`config.mk`:
```
export PLATFORM = sky130hd
export DESIGN_NAME = wb_arbiter
export DESIGN_NICKNAME = d
export VERILOG_FILES = /design/src/rtl/wb_pkg.sv /design/src/rtl/wb_skid_fifo.sv /design/src/rtl/wb_arbiter.sv
export SDC_FILE = /design/constraint.sdc
export NUM_CORES = 1
export LEC_CHECK = 0
export CORE_MARGIN = 3
export CORE_UTILIZATION = 56
export CTS_BUF_LIST = sky130_fd_sc_hd__clkbuf_4
export DETAILED_ROUTE_END_ITERATION = 16
export PLACE_DENSITY = 0.88
export REMOVE_ABC_BUFFERS = 1
export SLEW_MARGIN = 20
export SYNTH_ARGS = -nofsm -noshare
export SYNTH_HDL_FRONTEND = slang
export SYNTH_SLANG_ARGS = --single-unit
```
`constraint.sdc`:
```
create_clock -name clk -period 6.7 [get_ports clk]
set_input_delay 1.005 -clock clk [delete_from_list [all_inputs] [get_ports clk]]
set_output_delay 1.005 -clock clk [all_outputs]
set_load 0.01 [all_outputs]
```
`src/rtl/wb_pkg.sv`:
```
// Shared widths and types for the writeback arbiter slice.
package wb_pkg;

  localparam int unsigned DATA_W = 16;
  localparam int unsigned ADDR_W = 3;
  localparam int unsigned NREG   = 1 << ADDR_W;

  typedef enum logic [1:0] {
    SRC_NONE,
    SRC_ALU,
    SRC_BUF,
    SRC_BYP
  } wb_src_e;

  typedef struct packed {
    logic [ADDR_W-1:0] dest;
    logic [DATA_W-1:0] data;
  } wb_entry_t;

endpackage

```
`src/rtl/wb_skid_fifo.sv`:
```
// Small in-order buffer for multi-cycle results; pointers wrap modulo DEPTH.
module wb_skid_fifo
  import wb_pkg::*;
#(
  parameter int unsigned DEPTH = 2
) (
  input  logic      clk,
  input  logic      rst,
  input  logic      push,
  input  logic      pop,
  input  wb_entry_t din,
  output logic      full,
  output logic      empty,
  output wb_entry_t head
);

  localparam int unsigned PTR_W = $clog2(DEPTH);
  localparam int unsigned CNT_W = PTR_W + 1;

  wb_entry_t        mem [DEPTH];
  logic [PTR_W-1:0] wr_ptr;
  logic [PTR_W-1:0] rd_ptr;
  logic [CNT_W-1:0] count;
  logic             do_push;
  logic             do_pop;

  assign full    = (count == CNT_W'(DEPTH));
  assign empty   = (count == '0);
  assign head    = mem[rd_ptr];
  assign do_push = push && !full;
  assign do_pop  = pop && !empty;

  always_ff @(posedge clk) begin
    if (rst) begin
      wr_ptr <= '0;
      rd_ptr <= '0;
      count  <= '0;
    end else begin
      if (do_push) wr_ptr <= wr_ptr + 1'b1;
      if (do_pop)  rd_ptr <= rd_ptr + 1'b1;
      if (do_push && !do_pop)      count <= count + 1'b1;
      else if (!do_push && do_pop) count <= count - 1'b1;
    end
  end

  always_ff @(posedge clk) begin
    if (do_push) mem[wr_ptr] <= din;
  end

endmodule

```
`src/rtl/wb_arbiter.sv`:
```
// Writeback arbiter: merges ALU and multi-cycle result streams onto the single
// RF write port, with anti-starvation bubbles and a pending-write scoreboard.
module wb_arbiter
  import wb_pkg::*;
#(
  parameter int unsigned DATA_W     = 16,
  parameter int unsigned ADDR_W     = 3,
  parameter int unsigned FIFO_DEPTH = 2,
  parameter int unsigned STARVE_MAX = 4
) (
  input  logic                     clk,
  input  logic                     rst,
  input  logic                     alu_valid,
  input  logic [ADDR_W-1:0]        alu_dest,
  input  logic [DATA_W-1:0]        alu_data,
  input  logic                     mc_issue,
  input  logic [ADDR_W-1:0]        mc_issue_dest,
  input  logic                     mc_valid,
  output logic                     mc_ready,
  input  logic [ADDR_W-1:0]        mc_dest,
  input  logic [DATA_W-1:0]        mc_data,
  output logic                     wr_en,
  output logic [ADDR_W-1:0]        dest_addr,
  output logic [DATA_W-1:0]        wr_data,
  output logic [(1<<ADDR_W)-1:0]   busy,
  output logic                     alu_stall,
  output logic                     err
);

  localparam int unsigned NR    = 1 << ADDR_W;
  localparam int unsigned CNT_W = $clog2(STARVE_MAX + 1);

  wb_src_e          sel;
  wb_entry_t        sel_entry;
  wb_entry_t        mc_entry;
  wb_entry_t        head;
  logic             full;
  logic             empty;
  logic             push;
  logic             pop;
  logic [CNT_W-1:0] starve_cnt;
  logic [NR-1:0]    busy_nxt;
  logic             err_nxt;

  assign mc_ready = !full;
  assign mc_entry = '{dest: mc_dest, data: mc_data};

  always_comb begin
    sel       = SRC_NONE;
    sel_entry = '0;
    if (alu_valid) begin
      sel       = SRC_ALU;
      sel_entry = '{dest: alu_dest, data: alu_data};
    end else if (!empty) begin
      sel       = SRC_BUF;
      sel_entry = head;
    end else if (mc_valid) begin
      sel       = SRC_BYP;
      sel_entry = mc_entry;
    end
  end

  assign push = mc_valid && mc_ready && (sel != SRC_BYP);
  assign pop  = (sel == SRC_BUF);

  wb_skid_fifo #(.DEPTH(FIFO_DEPTH)) u_fifo (
    .clk   (clk),
    .rst   (rst),
    .push  (push),
    .pop   (pop),
    .din   (mc_entry),
    .full  (full),
    .empty (empty),
    .head  (head)
  );

  // Clear for the retiring multi-cycle result is applied first so a same-cycle issue wins.
  always_comb begin
    busy_nxt = busy;
    if (sel == SRC_BUF || sel == SRC_BYP) busy_nxt[sel_entry.dest] = 1'b0;
    if (mc_issue && mc_issue_dest != '0)  busy_nxt[mc_issue_dest] = 1'b1;
    err_nxt = err
            | (alu_valid && alu_stall)
            | (alu_valid && alu_dest != '0 && busy[alu_dest])
            | (mc_issue && mc_issue_dest != '0 && busy[mc_issue_dest]);
  end

  always_ff @(posedge clk) begin
    if (rst) begin
      wr_en     <= 1'b0;
      dest_addr <= '0;
      wr_data   <= '0;
      busy      <= '0;
      err       <= 1'b0;
    end else begin
      wr_en <= (sel != SRC_NONE) && (sel_entry.dest != '0);
      if (sel != SRC_NONE) begin
        dest_addr <= sel_entry.dest;
        wr_data   <= sel_entry.data;
      end
      busy <= busy_nxt;
      err  <= err_nxt;
    end
  end

  always_ff @(posedge clk) begin
    if (rst) begin
      starve_cnt <= '0;
      alu_stall  <= 1'b0;
    end else begin
      alu_stall <= 1'b0;
      if (empty || pop) begin
        starve_cnt <= '0;
      end else if (sel == SRC_ALU) begin
        if (starve_cnt == CNT_W'(STARVE_MAX - 1)) begin
          starve_cnt <= '0;
          alu_stall  <= 1'b1;
        end else begin
          starve_cnt <= starve_cnt + 1'b1;
        end
      end
    end
  end

endmodule

```
==> impl_results.md <==
* Status: complete, no violations
* Pins Over Slew Limit at 0
* Simple-gate portion of the synthesized area at 15.0%
* Worst slew pin tran at 1.03 ns
* Drt total wl at 8.44 mm
* Tcrit/Tclk final at 48.3%
* Clock Path Buffers at 2
* Antenna violations before repair at 0
* Top cells by area, synth: edfxtp_1, dfxtp_1, mux2i_1, a21oi_1, nand2_1
* DRT Pass-1 Iters at 7
* R2R Setup Slk at 4.35 ns
* RSZ-0062 raised after global routing: no
* Psw at 426 uW
* Iteration-0 DRC Markers at 260
* Share of power burned in combinational logic at 28.8%
* Slew Limit Headroom at 31.1%
* Pwr Density at 314 nW/um^2
* Synth Area in XOR/XNOR at 1.04%
* Chip Width at 83.6 um
* Largest net degree at the start of global routing at 37
* FF+latch count, synth at 76
* EDFF count, synth at 38
* Placed Instances at 433
* Achievable clock frequency at 309 MHz
* Crit path launch type: primary input
* FF+latch area at 1900 sq um
* Top sig layer: met4
* Lkg Pwr at 0.00156 uW
* Max Cap Violations at 0
* DR vias/cell at 6.00
* Multi-input gate area at 1370 sq um
* Post-detail-place hpwl at 5.71 mm
* Top_reg_cell synth: edfxtp_1
* Yosys cell types at 46
* Die height at 83.6 um
* Initial Util at 59.5%
* Clk slew on worst S/H paths at 0.11 ns
* Synth top area share at 33.8%
* Die area at 7000 sq um
* Routed Antenna Nets at 0
* YS warnings at 0
* CP max FO at 19
* Clock Power Share at 26.1%
* Placer Congestion at 0.876
* Mean post-synth cell area at 11.2 sq um
* Root Driver: clkbuf_4
* Final hold violations at 0
* N_diodes at 0
* Adder-cell share of the synthesized area at 0.741%
* Layout cells sized above 1 at 10.6%
* Period minus WS final at 3.24 ns
* Internal cell power at 935 uW
* Most common cell after layout, fill and taps aside: clkdlybuf4s50_1
* I/O Buffers at 76
* Vias in the first global route at 2765
* Met3 WL at 578 um
* CTS buffer count at 9
* Gate Count Post-Synth at 302
* Finished Layout Cells at 449
* Sequential share of the synthesized area at 56.3%
* CTS tree: built
* GRT overflow at 0
* Post-synth ARST share at 0%
* CTS Hold Bufs at 0
* Switching power share of the total at 31.3%
* Clk_lat worst skew at 0.43 ns
* Setup-failing EPs final at 0
* Critical Path Sink Type: flop
* Post-cts sizing count at 0
* Reg power frac at 45.1%
* Crit path arrival time at 3.29 ns
* Mux contribution to synthesized area at 10.4%
* DR vias at 2694
* FILL cells at 370
* DR WL met2 at 4.35 mm
* I/O pin count at 77
* Placement Rows at 27
* All-Layer GR Usage at 25.0%
* Largest family of logic cells by synthesized area: simple AND/OR/NAND/NOR gates
* Setup Buffers After CTS at 0
* VDD IR max at 214 uV
* Critical path class: in2reg
* Final net count at 420
* WP data required at 6.75 ns
* Clock skew at 0.0210 ns
* CTS H-Tree Depth at 3
* Post-synthesis compound-gate area fraction at 13.4%
* Detailed-route DRC error count at 0
* Total negative slack at 0 ns
* Synth-to-layout area growth at 28.5%
* CTS Sinks at 76
* Yosys top cell by area: edfxtp_1
* Wire per inst at 18.8 um
* Metal-1 WL at 3.34 mm
* Post-Syn Area at 3380 sq um
* Worst hold path type: reg2reg
* Global-route wire length before repair at 13.8 mm
* Commonest cells after routing, fill and taps aside: clkdlybuf4s50_1, dfxtp_1, edfxtp_1
* Core Area at 5680 sq um
[metrics by stage]
stage	setup WS (ns)	util, %	total power (uW)	hold slack [ns]	instance area, sq um
final	3.46	76.5	1360	0.432	4340
after global routing	3.30	76.5	1420	0.456	4340
after CTS	3.48	76.5	1360	0.435	4340
after detailed placement	3.06	73.2	1010	0.414	4160
after global placement	3.14	73.2	991	0.403	4160
after floorplan	4.23	-	844	0.396	3280
[worst max-delay path, cell delays in order]
cell and delay [ns]:
clkdlybuf4s50_1 1.06, o21ai_1 0.35, nor2_2 0.87
[final cells by class]
type	instances	share of cell area, %
sequential	76	43.8
multi-input combinational	203	31.6
timing repair buffer	78	17.9
clock inverter	5	2.34
tap	72	2.08
clock buffer	11	1.90
inverter	4	0.346
[cell families (layout without fill, tap and decap cells)]
logic type               Yosys count  count (layout)
multiplexers                      32              32
adder cells (fa/ha/maj)            2               2
AO/OA/AOI/OAI                     64              64
flip-flops                        76              76
AND/OR/NAND/NOR                  101             101
buffers and inverters             23              98
XOR/XNOR                           4               4
[sequential cells by signal (all words and copies together) (netlist names), named ones only]
name / count
alu_stall: 1
busy: 8
dest_addr: 3
err: 1
starve_cnt: 3
u_fifo.count: 2
u_fifo.mem: 38
u_fifo.rd_ptr: 1
u_fifo.wr_ptr: 1
wr_data: 16
wr_en: 1
[synthesized netlist by cell type (all sizes together) (4+ instances only)]
cell    instances
nand2          31
a22oi          13
nor2           27
nor3           10
nand3           7
clkbuf          7
dfxtp          38
nor4b           4
a21oi          25
inv             4
buf            12
edfxtp         38
mux2           11
nand2b         10
mux2i          20
a211oi         11
[worst paths after layout]
| kind | from | to | depth (start not counted) |
|---|---|---|---|
| hold reg to reg | starve_cnt[0]$_SDFFE_PP0N_ | starve_cnt[0]$_SDFFE_PP0N_ | 1 |
| setup reg to reg | u_fifo.count[0]$_SDFFE_PP0P_ | u_fifo.count[1]$_SDFFE_PP0P_ | 6 |
| setup / recovery | mc_valid | u_fifo.mem[0][13]$_DFFE_PP_ | 3 |
| hold / removal | starve_cnt[0]$_SDFFE_PP0N_ | starve_cnt[0]$_SDFFE_PP0N_ | 1 |
[power by group through the flow]
stage | sequential (uW) | combinational (uW) | clock, uW
CTS | 614 | 391 | 358
finish | 615 | 392 | 355
floorplan | 617 | 227 | 0
detailed placement | 623 | 387 | 0
global route | 623 | 425 | 372
global placement | 616 | 375 | 0
[per-layer routing]
metal	vias to the layer above	GRT usage (%)
li1	1254	-
met1	1304	30.1
met2	119	43.7
met3	17	5.23
met4	0	9.50
met5	-	0
Power figures use the tool's default switching activity.
